`src/rtl/tt_top_pkg.sv`:
```
// Shared constants for the seven-segment seconds counter tile.
package tt_top_pkg;

   // Default prescaler period in clock cycles per tick (10 MHz tile clock)
   localparam int unsigned CLK_HZ_DEFAULT = 10_000_000;

   // Width of the prescaler counter and of the compare value
   localparam int unsigned CNT_W = 24;

   // Digit width and the last digit value before wrapping to zero
   localparam int unsigned DIGIT_W   = 4;
   localparam logic [3:0]  DIGIT_MAX = 4'd9;

   // Segment patterns, bit 0 = a ... bit 6 = g, active-high
   localparam logic [6:0] SEG_0    = 7'h3F;
   localparam logic [6:0] SEG_1    = 7'h06;
   localparam logic [6:0] SEG_2    = 7'h5B;
   localparam logic [6:0] SEG_3    = 7'h4F;
   localparam logic [6:0] SEG_4    = 7'h66;
   localparam logic [6:0] SEG_5    = 7'h6D;
   localparam logic [6:0] SEG_6    = 7'h7D;
   localparam logic [6:0] SEG_7    = 7'h07;
   localparam logic [6:0] SEG_8    = 7'h7F;
   localparam logic [6:0] SEG_9    = 7'h6F;
   localparam logic [6:0] SEG_NONE = 7'h00;

endpackage

```
`src/rtl/seg7_decoder.sv`:
```
// Combinational BCD digit to seven-segment pattern decoder.
module seg7_decoder
   import tt_top_pkg::*;
(
   input  logic [DIGIT_W-1:0] digit_i,
   output logic [6:0]         seg_o
);

   // Map each decimal digit to its lit segments; non-decimal codes stay dark
   always_comb begin
      seg_o = SEG_NONE;
      case (digit_i)
         4'd0:    seg_o = SEG_0;
         4'd1:    seg_o = SEG_1;
         4'd2:    seg_o = SEG_2;
         4'd3:    seg_o = SEG_3;
         4'd4:    seg_o = SEG_4;
         4'd5:    seg_o = SEG_5;
         4'd6:    seg_o = SEG_6;
         4'd7:    seg_o = SEG_7;
         4'd8:    seg_o = SEG_8;
         4'd9:    seg_o = SEG_9;
         default: seg_o = SEG_NONE;
      endcase
   end

endmodule

```
`src/rtl/tt_um_top_module.sv`:
```
// TinyTapeout top: prescaled one-second tick driving a 0-9 digit on a
// seven-segment display. Reset pin is named rst_n by the harness but is
// active-high and asynchronous.
module tt_um_top_module
   import tt_top_pkg::*;
#(
   parameter int unsigned CLK_HZ = CLK_HZ_DEFAULT
)(
   input  logic       clk,
   input  logic       rst_n,
   input  logic       ena,
   input  logic [7:0] ui_in,
   input  logic [7:0] uio_in,
   output logic [7:0] uo_out,
   output logic [7:0] uio_out,
   output logic [7:0] uio_oe
);

   localparam logic [CNT_W-1:0] DEFAULT_CMP = CNT_W'(CLK_HZ);

   logic                 override;
   logic [CNT_W-1:0]     compare_raw;
   logic [CNT_W-1:0]     compare;
   logic [CNT_W-1:0]     limit;
   logic                 tick;
   logic [CNT_W-1:0]     sec_cnt_q, sec_cnt_d;
   logic [DIGIT_W-1:0]   digit_q, digit_d;
   logic [6:0]           seg;
   logic                 unused_ok;

   assign override = ui_in[0];

   // Period selection; pins are quasi-static so they are used unsynchronised
   always_comb begin
      compare_raw = override ? {6'b0, uio_in, 10'b0} : DEFAULT_CMP;
      compare     = (compare_raw == '0) ? CNT_W'(1) : compare_raw;
      limit       = compare - CNT_W'(1);
   end

   // Greater-or-equal lets a shrinking period wrap immediately instead of
   // running the counter all the way round the 24-bit range
   always_comb begin
      tick      = ena && (sec_cnt_q >= limit);
      sec_cnt_d = sec_cnt_q;
      digit_d   = digit_q;
      if (tick) begin
         sec_cnt_d = '0;
         digit_d   = (digit_q >= DIGIT_MAX) ? '0 : digit_q + DIGIT_W'(1);
      end else if (ena) begin
         sec_cnt_d = sec_cnt_q + CNT_W'(1);
      end
   end

   // State registers with asynchronous active-high clear
   always_ff @(posedge clk or posedge rst_n) begin
      if (rst_n) begin
         sec_cnt_q <= '0;
         digit_q   <= '0;
      end else begin
         sec_cnt_q <= sec_cnt_d;
         digit_q   <= digit_d;
      end
   end

   seg7_decoder u_dec (
      .digit_i (digit_q),
      .seg_o   (seg)
   );

   assign uo_out  = {1'b0, seg};
   assign uio_out = 8'h00;
   assign uio_oe  = 8'h00;

   // Remaining dedicated inputs have no function
   assign unused_ok = &{1'b0, ui_in[7:1]};

endmodule

```
`config.mk`:
```
export PLATFORM = sky130hd
export DESIGN_NAME = tt_um_top_module
export DESIGN_NICKNAME = d
export VERILOG_FILES = /design/src/rtl/tt_top_pkg.sv /design/src/rtl/seg7_decoder.sv /design/src/rtl/tt_um_top_module.sv
export SDC_FILE = /design/constraint.sdc
export NUM_CORES = 1
export LEC_CHECK = 0
export CORE_MARGIN = 3
export CORE_UTILIZATION = 43
export CTS_BUF_LIST = sky130_fd_sc_hd__clkbuf_16
export CTS_CLUSTER_DIAMETER = 60
export DETAILED_ROUTE_END_ITERATION = 16
export HOLD_SLACK_MARGIN = 0.05
export PLACE_DENSITY = 0.69
export REMOVE_ABC_BUFFERS = 1
export SLEW_MARGIN = 20
export SYNTH_ARGS = -nofsm -noshare
export SYNTH_HDL_FRONTEND = slang
export SYNTH_SLANG_ARGS = --single-unit
```
`constraint.sdc`:
```
create_clock -name clk -period 3.11 [get_ports clk]
set_clock_uncertainty 0.15 [all_clocks]
set_input_delay 0.622 -clock clk [delete_from_list [all_inputs] [get_ports clk]]
set_output_delay 0.622 -clock clk [all_outputs]
set_load 0.005 [all_outputs]
```
**Word level (Yosys, flattened, before mapping)**

Memory sizes are Yosys's and may differ from the RTL's.
Index checks and enable logic that the tools add are counted.

- Add/sub/neg operators: 3
- Order comparisons: 2
- Multiplexer cells: 5
- Reductions and logical operators: 3

Operators with widths:

| operator | number |
|---|---|
| $mux 24 | 4 |
| $add 24x1->24 const B | 1 |
| $ge 24x24->1 | 1 |
| $logic_not 24->1 | 1 |
| $sub 24x1->24 const B | 1 |
| $add 4x1->4 const B | 1 |
| $ge 4x4->1 const B | 1 |
| $mux 4 | 1 |
| $reduce_bool 2->1 | 1 |
| $logic_and 1x1->1 | 1 |

- Register bits: 28
- Bits in read-only memories: 112
- Output and inout bits: 24
- Memories: 1

Memories:

| memory | words | bits a word | read ports | clocked after memory_dff | wr ports | line | RTL |
|---|---|---|---|---|---|---|---|
| (no name shown) | 16 | 7 | 1 | 0 | 0 | seg7_decoder.sv:12 | `case (digit_i)` |

**Depth between registers and ports, before layout**

Gate-level depths: netlist of run 1.

- Depth in word-level cells: 7
- Mapped depth: 14
- Mapped depth without buffers: 13

**By module**

From an unflattened synthesis of run 1, not the netlist that was laid out.

- Cell total of the unflattened synthesis: 278
- Area, all modules: 2433.6 µm²

By module, submodules not included:

| module | instances | cells an instance | area an instance (µm²) |
|---|---|---|---|
| tt_um_top_module | 1 | 252 | 2232.1 |
| seg7_decoder | 1 | 26 | 201.4 |

**Worst setup path before layout of run 1**

OpenSTA, ideal clock, no wires.

- Path kind: in2reg
- Start point: input port uio_in[3]
- End point: register digit_q[0]
- Library setup time: 0.125 ns
- Arrival time: 3.446 ns
- Data required time: 2.835 ns
- Path slack: -0.611 ns
- Stages: 13
- Path buffers: 0
- Path through: or4b_1 -> or3_4 -> nand2_1 -> nor3_1 -> xnor2_1 -> and2_1 -> ha_1 -> nand2_1 -> o21a_1 -> o221a_2 -> o21a_1 -> a21oi_4 -> mux2_2

- Cells in the longest elaborated chain, start to end: 6

Ends and longest elaborated chain:

| item | line | RTL |
|---|---|---|
| start: declaration | tt_um_top_module.sv:13 | `input logic [7:0] uio_in,` |
| $mux 24 (*) | tt_um_top_module.sv:35 | `compare_raw = override ? {6'b0, uio_in, 10'b0} : DEFAULT_CMP;` |
| $logic_not 24->1 | tt_um_top_module.sv:36 | `compare = (compare_raw == '0) ? CNT_W'(1) : compare_raw;` |
| $mux 24 (*) | tt_um_top_module.sv:36 |  |
| $sub 24x1->24 (*) | tt_um_top_module.sv:37 | `limit = compare - CNT_W'(1);` |
| $ge 24x24->1 (*) | tt_um_top_module.sv:43 | `tick = ena && (sec_cnt_q >= limit);` |
| $logic_and 1x1->1 (*) | tt_um_top_module.sv:43 |  |
| end signal: assignment | tt_um_top_module.sv:61 | `digit_q <= digit_d;` |
| end: declaration | tt_um_top_module.sv:27 | `logic [DIGIT_W-1:0] digit_q, digit_d;` |

Mark *: on every way between the ends. The rest lies on a longest branch, timed or not.
A chain may end at the register's enable or synchronous reset.

**Worst setup path in the final report of run 1**

Same ends and word-level chain as after synthesis.

==> results of run 1 <==
[cell usage after synthesis, types with 3 or more instances]
master      n  area share (%)
a21oi_1    11             2.3
xnor2_1     4             1.4
o21ai_0    12             2.5
dfrtp_1    28              29
nor2b_1     5             1.3
o21a_1      3            0.93
and4_1      6             2.2
o2bb2ai_1   3             1.1
and2_1      5             1.3
nor3_1      6             1.2
nand4_1     7             1.8
nand2_1    22             3.4
clkbuf_1    9             1.4
nand3_1     8             1.6
and3_1      6             1.5
xor2_1     20             7.2
buf_4      17             5.2
ha_1       33              17
o22ai_1     4             1.0
inv_1       9             1.4
nor2_1     26             4.0
nand2b_1    4             1.0
buf_2       3            0.62
[worst max-delay path, delay by kind of cell]
| family | cells | cell delay (ns) |
|---|---|---|
| simple gates | 6 | 1.23 |
| xor+xnor | 1 | 0.12 |
| buf+inv | 1 | 0.09 |
| compound gates | 4 | 0.86 |
| mux | 1 | 0.33 |
| fa+ha+maj | 1 | 0.26 |
[power groups by stage]
stage	Sequential, W	Clock (W)	Combinational, W
floorplan	0.000431	0	0.000106
global placement	0.000439	0	0.000158
detailed placement	0.000441	0	0.000163
CTS	0.000435	0.000296	0.000181
global route	0.000442	0.000305	0.000220
finish	0.000436	0.000288	0.000195
[routing by layer]
layer	global-route usage, %	vias up	wire [um]
met3	2.44	4	190
met4	3.72	0	30
met5	0	-	0
met2	27.8	40	2390
met1	20.8	942	2400
li1	-	1015	-
[kinds of logic (layout without fill, tap and decap cells)]
kind of cell    count (synthesis)  count (layout)
other cells                     2              20
mux                             3               3
buf+inv                        38              57
xor+xnor                       24              24
flops                          28              28
fa+ha+maj                      33              33
simple gates                  103             103
compound gates                 47              47
[final cells by class]
class	instances	area, sq um
Fill cell	464	2240
Sequential cell	28	701
Inverter	9	33.8
Tap cell	70	87.6
Timing Repair Buffer	45	377
Clock buffer	3	75.1
Multi-Input combinational cell	230	1760
[repair_timing]
item,CTS,global route
endpoints found under the setup margin,28,28
buffers inserted,3,2
gates resized for setup,36,14
hold buffers,0,0
pin swaps,15,10
[state kept, by name, indices dropped and copies added (netlist names)]
signal	cells
digit_q	4
sec_cnt_q	24
[metrics by stage]
stage / cells / setup TNS (ns) / power, W / hold WS [ns]
2_1_floorplan: 267 / -15.85 / 0.000537 / 0.351
3_3_place_gp: 377 / -27.87 / 0.000598 / 0.392
3_5_place_dp: 377 / -28.52 / 0.000604 / 0.389
4_1_cts: 383 / -11.54 / 0.000912 / 0.405
5_1_grt: 385 / -13.28 / 0.000967 / 0.443
6_report: 385 / -9.68 / 0.000919 / 0.399
[worst paths after layout]
kind                         startpoint             to  slack (ns)
hold reg to reg            sec_cnt_q[1]   sec_cnt_q[1]        0.40
max in group asynchronous         rst_n  sec_cnt_q[13]        1.96
min in group asynchronous         rst_n  sec_cnt_q[20]        0.58
hold / removal             sec_cnt_q[1]   sec_cnt_q[1]        0.40
setup reg to reg           sec_cnt_q[0]     digit_q[3]        0.81
setup / recovery              uio_in[3]     digit_q[0]       -0.41
[layout by cell type (no fill, tap or decap), types with 4 or more instances in the layout]
master / netlist / layout
o21ai_0: 12 / 11
and3_1: 6 / 5
conb_1: 2 / 20
ha_1: 33 / 29
a21oi_1: 11 / 9
nand2_1: 22 / 20
nor2b_1: 5 / 4
inv_1: 9 / 8
nand3_1: 8 / 8
xnor2_1: 4 / 4
o22ai_1: 4 / 4
nand4_1: 7 / 7
ha_4: 0 / 4
and4_1: 6 / 6
dfrtp_1: 28 / 28
buf_4: 17 / 25
clkdlybuf4s50_1: 0 / 14
nor2_1: 26 / 26
xor2_1: 20 / 20
==> impl_metrics.ini, run 1 <==
[run_status]
outcome = finished with violations
violations = negative setup slack

[floorplan]
chipHeight_um = 81.2
die_w_um = 81.2
rows = 26
core_sq_um = 5270
die-area_sq_um = 6590
ios = 43
start_util_pct = 46.1

[min_path]
hold_path_depth = 1
hold_class = reg -> reg

[setup_path]
arrival_ns = 3.52
critPathMostFrequentCell = o21a_1
worst_setup_path_end_kind = flop
max_stage_delay_ns = 0.52
slowest_stage = or4b_4
reg2reg_depth = 10
cp.required_ns = 3.11
path_cells = buf_6 -> or4b_4 -> or3_4 -> nand2_4 -> nor3_2 -> xnor2_1 -> and2_4 -> ha_4 -> nand2_1 -> o21a_1 -> o221a_2 -> o21a_1 -> a21oi_4 -> mux2_4
crit_path_max_fanout = 6
start_kind = input port
crit_type = in -> reg

[placement]
gp_congestion = 0.785
pre_cts_ws_ns = -1.11
port_buffers = 18
hpwl_mm = 3.67
dpl_cell_area_sq_um = 2760

[timing]
tightestPinTransition_ns = 0.636
fmax_mhz = 284
fin_crit_ns = 3.52
post-route-period-util_pct = 113
slew_viol_final = 0
hold_violations = 0
setup_viol = 28
max_slew_margin_pct = 57.2
setup_slack_ns = -0.409
rsz0062_at_grt = yes

[global_routing]
overflow = 0
grt_max_degree = 29
antenna_found_initial = 0
grt_pass1_wl_mm = 8.43
grtUsageTotal_pct = 16.0
grt_pass1_vias = 1923

[finish]
postLayoutCoreUtil_pct = 57.5
final_area_sq_um = 3030
syn_to_final_growth_pct = 24.8
n_antenna_cell = 0
finalNetCount = 369
layout-drive-gt1-share_pct = 21.0

[pwr]
p_sw_w = 0.000253
vdd_drop_max_uv = 207
power_frac_seq_pct = 47.4
sw_frac_of_total_pct = 27.5
power.leakage_nw = 1.44
power_frac_clock_pct = 31.4
power_density_nw_per_um2 = 303
combPwrFrac_pct = 21.2
p_int_w = 0.000666

[detailed_routing]
post_drt_via_cell_ratio = 5.20
routed_wl_mm = 5.01
drt_first_pass_iters = 5
drc = 0
wl_per_cell_um = 13.0
ant_nets = 0
drt_iter0_drc = 114
dr_total_vias = 2001

[clock_network]
clkLatencyLatePin_ns = 0.26
clock-root-buffer = clkbuf_16
h-tree-depth = 1
clk_pin_slew_worst_paths_ns = 0.07
numCtsBuffers = 3
cts_tree = yes
numClockSinks = 28
cts_max_path_buffers = 2

[job]
drv_cap = 0

[synth]
ys.warnings.count = 0
synth-main-ff-cell = dfrtp_1
ys_seq_elements = 28
postSynthAreaPerCell_sq_um = 8.74
synth_top_family_by_area = simple AND/OR/NAND/NOR gates
synth_adder_area_share_pct = 17.0
ys_types = 44
synth-simple-area-share_pct = 22.3
async_flop_share_pct = 100
synth_edf_count = 0
synthXorXnorAreaFrac_pct = 8.65
synth_mux_area_share_pct = 1.34
synth-compound-area-share_pct = 12.9
seq_area_frac_synth_pct = 28.8
syn_inst = 278
netlist_area_sq_um = 2430
(Power assumes the default switching activity.)
==> inputs of run 2 (changes only) <==
--- a/config.mk
+++ b/config.mk
@@ -11,7 +11,8 @@
 export CTS_CLUSTER_DIAMETER = 60
 export DETAILED_ROUTE_END_ITERATION = 16
 export HOLD_SLACK_MARGIN = 0.05
-export PLACE_DENSITY = 0.69
+export MAX_ROUTING_LAYER = met4
+export PLACE_DENSITY = 0.67
 export REMOVE_ABC_BUFFERS = 1
 export SLEW_MARGIN = 20
 export SYNTH_ARGS = -nofsm -noshare
==> impl_metrics.ini, run 2 (synthesis results as in run 1) <==
[min_path]
min_from = sec_cnt_q[23]
hold_class = reg -> reg

[timing]
setup_slack_ns = -0.465
setup_viol = 28
setup-tns-final_ns = -10.51
tightestPinTransition_ns = 0.614
hold_violations = 0
max_slew_margin_pct = 58.7
slew_viol_final = 0
holdWs_ns = 0.410
fmax_mhz = 280
fin_crit_ns = 3.57
rsz0062_at_grt = yes
post-route-period-util_pct = 115

[placement]
gp_congestion = 0.783
placed_cells = 377
port_buffers = 18
hpwl_mm = 3.65

[floorplan]
start_util_pct = 46.1
rows = 26
die_w_um = 81.2
core_sq_um = 5270
ios = 43
die-area_sq_um = 6590
chipHeight_um = 81.2

[global_routing]
grtUsageTotal_pct = 16.9
grt_pass1_wl_mm = 8.72
antenna_found_initial = 0
grt_pass1_vias = 2014
overflow = 0
grt_max_degree = 29

[pwr]
power_density_nw_per_um2 = 300
finalPower_w = 0.000914
combPwrFrac_pct = 20.8
sw_frac_of_total_pct = 27.4
power_frac_seq_pct = 47.6
power_frac_clock_pct = 31.6
power.leakage_nw = 1.44
p_sw_w = 0.000251
vdd_drop_max_uv = 213
p_int_w = 0.000663

[setup_path]
max_stage_delay_ns = 0.53
regToRegStartpoint = sec_cnt_q[21]
reg2reg_depth = 7
slowest_stage = or4b_4
start_kind = input port
worst_setup_path_end_kind = flop
path_cells = buf_6 -> or4b_4 -> or3_4 -> buf_6 -> nor2b_4 -> nor2_2 -> xor2_1 -> nand2_1 -> ha_4 -> nand2_2 -> nor3_2 -> and3_4 -> a21oi_4 -> a21oi_4 -> mux2_4
startpoint = uio_in[5]
reg2reg_slack_ns = 0.79
arrival_ns = 3.57
crit_type = in -> reg
cp.required_ns = 3.11
crit_path_end = digit_q[1]
crit_path_max_fanout = 5
timing.rr.end = digit_q[1]

[finish]
top_register = sec_cnt_q
postLayoutCoreUtil_pct = 57.9
layout.cells.most_common_list = 30 x ha_1, 28 x dfrtp_1, 25 x nor2_1
multi_input_area_sq_um = 1780
layout-drive-gt1-share_pct = 21.7
layout_commonest_cell = ha_1
fillers = 465
seq_area_sq_um = 701
top_regs = sec_cnt_q x24, digit_q x4
largest_reg_flops = 24
syn_to_final_growth_pct = 25.5
n_antenna_cell = 0
instances_no_fill = 384
finalNetCount = 368

[clock_network]
cts_max_path_buffers = 2
clk_pin_slew_worst_paths_ns = 0.07
postCtsHoldBufs = 0
clock-root-buffer = clkbuf_16
clkLatencyLatePin_ns = 0.26
cts_tree = yes
h-tree-depth = 1
numClockSinks = 28
numCtsBuffers = 3

[detailed_routing]
drt_first_pass_iters = 4
drc = 0
dr_wl_met3_um = 176
drt_iter0_drc = 80
top_layer_used = met4
routed_wl_mm = 5.09
wl_per_cell_um = 13.2
routed-wl-met2_mm = 2.56
ant_nets = 0
dr_total_vias = 2014
post_drt_via_cell_ratio = 5.24
met1_length_mm = 2.32

[run_status]
violations = negative setup slack
outcome = finished with violations

[job]
drv_cap = 0
-- run 2: layout make-up --
| cell class | instances | area share (%) |
|---|---|---|
| Clock buffer | 3 | 2.46 |
| Sequential cell | 28 | 23.0 |
| Multi-Input combinational cell | 230 | 58.2 |
| Timing Repair Buffer | 44 | 12.3 |
| Tap cell | 70 | 2.87 |
| Inverter | 9 | 1.11 |
-- run 2: worst min-delay path by stage --
stage          slack, ns             to  cells after the start
4_1_cts             0.42   sec_cnt_q[1]                      1
5_1_grt             0.45   sec_cnt_q[1]                      1
3_5_place_dp        0.39   sec_cnt_q[2]                      1
2_1_floorplan       0.35   sec_cnt_q[1]                      1
3_3_place_gp        0.39  sec_cnt_q[23]                      2
6_report            0.41  sec_cnt_q[23]                      2
-- run 2: critical path, delay by kind of cell --
family | cells | cell delay [ns]
simple gates | 8 | 1.63
compound gates | 2 | 0.33
mux | 1 | 0.33
fa+ha+maj | 1 | 0.28
buf+inv | 2 | 0.22
xor+xnor | 1 | 0.15
-- run 2: per-layer routing --
metal	up-vias	GRT usage (%)
met4	0	3.89
met5	-	-
met3	4	2.00
met2	40	29.4
li1	1009	-
met1	961	20.9
-- run 2: per-stage QoR --
step	area, sq um	setup WS (ns)
3_5_place_dp	2760	-1.14
2_1_floorplan	2320	-0.867
3_3_place_gp	2760	-1.06
4_1_cts	2920	-0.498
6_report	3050	-0.465
5_1_grt	3050	-0.573
-- run 2: power groups by stage --
stage	clock network [W]	registers, W	logic, W
4_1_cts	0.000302	0.000434	0.000180
6_report	0.000289	0.000435	0.000190
3_3_place_gp	0	0.000440	0.000157
5_1_grt	0.000314	0.000444	0.000215
2_1_floorplan	0	0.000431	0.000106
3_5_place_dp	0	0.000439	0.000160
-- run 2: timing repair --
action	in CTS	in global routing
gates resized for setup	39	18
setup endpoints to repair	28	28
cloned	0	0
buffers inserted	1	3
pin swaps	19	10
==> inputs of run 3 (changes only) <==
--- a/config.mk
+++ b/config.mk
@@ -10,10 +10,11 @@
 export CTS_BUF_LIST = sky130_fd_sc_hd__clkbuf_16
 export CTS_CLUSTER_DIAMETER = 60
 export DETAILED_ROUTE_END_ITERATION = 16
+export DONT_BUFFER_PORTS = 1
 export HOLD_SLACK_MARGIN = 0.05
 export MAX_ROUTING_LAYER = met4
-export PLACE_DENSITY = 0.67
 export REMOVE_ABC_BUFFERS = 1
+export SKIP_LAST_GASP = 1
 export SLEW_MARGIN = 20
 export SYNTH_ARGS = -nofsm -noshare
 export SYNTH_HDL_FRONTEND = slang
==> impl_metrics.ini, run 3 (synthesis results as in run 1) <==
[pwr]
finalPower_w = 0.000907
p_sw_w = 0.000256
power_frac_clock_pct = 33.7
power_frac_seq_pct = 48.0
vdd_drop_max_uv = 258
power.leakage_nw = 1.33
power_density_nw_per_um2 = 323
combPwrFrac_pct = 18.3
sw_frac_of_total_pct = 28.3
p_int_w = 0.000651

[setup_path]
path_delay_family = simple AND/OR/NAND/NOR gates
slowest_stage = or4b_4
crit_path_end = digit_q[1]
critPathMostFrequentCell = o21a_1
start_kind = input port
timing.rr.end = digit_q[2]
max_stage_delay_ns = 0.51
arrival_ns = 3.40
crit_path_max_fanout = 5
reg2reg_slack_ns = 0.79
cp_num_cells = 13
startpoint = uio_in[3]
regToRegStartpoint = sec_cnt_q[0]
path_cells = or4b_4 -> or3_4 -> nand2_4 -> nor3_2 -> xnor2_1 -> and2_4 -> ha_4 -> nand2_1 -> o21a_1 -> o221a_2 -> o21a_1 -> a21oi_4 -> mux2_4
reg2reg_depth = 10
cp.required_ns = 3.11
worst_setup_path_end_kind = flop
crit_type = in -> reg
cp_num_buf_inv = 0

[min_path]
hold_class = in -> async

[global_routing]
overflow = 0
grt_pass1_vias = 1716
grt_pass1_wl_mm = 7.85
grt_max_degree = 29
grtUsageTotal_pct = 15.4
antenna_found_initial = 0

[floorplan]
die_w_um = 81.2
start_util_pct = 46.1
ios = 43
die-area_sq_um = 6590
core_sq_um = 5270
rows = 26
chipHeight_um = 81.2

[timing]
fin_crit_ns = 3.40
hold_violations = 0
slew_viol_final = 0
tightestPinTransition_ns = 0.638
setup_slack_ns = -0.286
post-route-period-util_pct = 109
rsz0062_at_grt = yes
max_slew_margin_pct = 57.0
setup_viol = 28
fmax_mhz = 294

[detailed_routing]
routed_wl_mm = 4.84
drt_iter0_drc = 58
drt_first_pass_iters = 4
ant_nets = 0
post_drt_via_cell_ratio = 5.24
dr_total_vias = 1876
drc = 0
wl_per_cell_um = 13.5

[finish]
fillers = 476
n_antenna_cell = 0
seq_area_sq_um = 701
layout.cells.most_common_list = 29 x ha_1, 28 x dfrtp_1, 26 x nor2_1
largest_reg_flops = 24
layout-drive-gt1-share_pct = 18.8
finalNetCount = 341
syn_to_final_growth_pct = 15.5
final_area_sq_um = 2810
layout_commonest_cell = ha_1
top_register = sec_cnt_q
multi_input_area_sq_um = 1780
top_regs = sec_cnt_q x24, digit_q x4

[clock_network]
clk_pin_slew_worst_paths_ns = 0.07
postCtsHoldBufs = 0
cts_max_path_buffers = 2
clkLatencyLatePin_ns = 0.26
cts_tree = yes
numCtsBuffers = 3
clock-root-buffer = clkbuf_16
h-tree-depth = 1
numClockSinks = 28

[job]
drv_cap = 0

[run_status]
outcome = finished with violations
violations = negative setup slack

[placement]
port_buffers = 0
dpl_cell_area_sq_um = 2510
gp_congestion = 0.738
hpwl_mm = 3.50
-- run 3: cell count changes in the layout (fill, tap and decap cells not counted), sizes merged --
cell and change:
buf -13, clkdlybuf4s50 -14, clkinv +1
-- run 3: worst min path at each step --
| stage | slack [ns] | depth (start not counted) | start | to |
|---|---|---|---|---|
| after floorplan | 0.35 | 1 | sec_cnt_q[1] | sec_cnt_q[1] |
| after global placement | 0.39 | 2 | sec_cnt_q[23] | sec_cnt_q[23] |
| after detailed placement | 0.39 | 1 | sec_cnt_q[3] | sec_cnt_q[3] |
| after CTS | 0.18 | 2 | rst_n | sec_cnt_q[1] |
| after global routing | 0.20 | 2 | rst_n | sec_cnt_q[21] |
| final | 0.16 | 2 | rst_n | sec_cnt_q[20] |
-- run 3: metrics by stage --
| stage | utilization (%) | worst slack, ns | hold WS [ns] | cells | TNS (ns) |
|---|---|---|---|---|---|
| final | 53.3 | -0.286 | 0.159 | 358 | -6.25 |
| after global routing | 53.3 | -0.421 | 0.200 | 358 | -10.43 |
| after CTS | 50.7 | -0.338 | 0.183 | 355 | -7.65 |
| after detailed placement | 47.6 | -0.733 | 0.393 | 350 | -17.76 |
| after global placement | 47.6 | -0.673 | 0.388 | 350 | -16.34 |
| after floorplan | - | -0.867 | 0.351 | 267 | -15.85 |
-- run 3: final cells by class --
class | count | area share, %
Clock inverter | 1 | 0.134
Tap cell | 70 | 3.12
Sequential cell | 28 | 24.9
Timing Repair Buffer | 17 | 4.68
Clock buffer | 3 | 2.67
Inverter | 9 | 1.20
Multi-Input combinational cell | 230 | 63.3
-- run 3: power groups by stage --
stage | clock network [W] | registers (W) | logic (W)
after floorplan | 0 | 0.000431 | 0.000106
after global placement | 0 | 0.000440 | 0.000129
after detailed placement | 0 | 0.000441 | 0.000131
after CTS | 0.000308 | 0.000433 | 0.000144
after global routing | 0.000321 | 0.000439 | 0.000188
final | 0.000306 | 0.000435 | 0.000166
-- run 3: repair_timing --
| item | in CTS | in global routing |
|---|---|---|
| setup buffers | 1 | 3 |
| pin swaps | 11 | 16 |
| resized for setup | 16 | 21 |
| endpoints found under the setup margin | 28 | 28 |
-- run 3: worst register-to-register path: cells and delay by family, from the launching register on --
| family | cells | cell delay, ns |
|---|---|---|
| AOI/OAI and AO/OA | 5 | 0.89 |
| and+or+nand+nor | 1 | 0.14 |
| DFF | 1 | 0.41 |
| adders and majority gates | 1 | 0.22 |
| buffers and inverters | 3 | 0.41 |
-- run 3: per-layer routing --
metal / vias to the layer above / routed length [um] / GRT usage (%) / part of all wire, %
met2: 27 / 2330 / 25.0 / 48
met1: 891 / 2320 / 20.3 / 48
met5: - / 0 / - / 0
met3: 2 / 165 / 2.33 / 3.4
li1: 956 / - / - / -
met4: 0 / 21 / 3.38 / 0.43
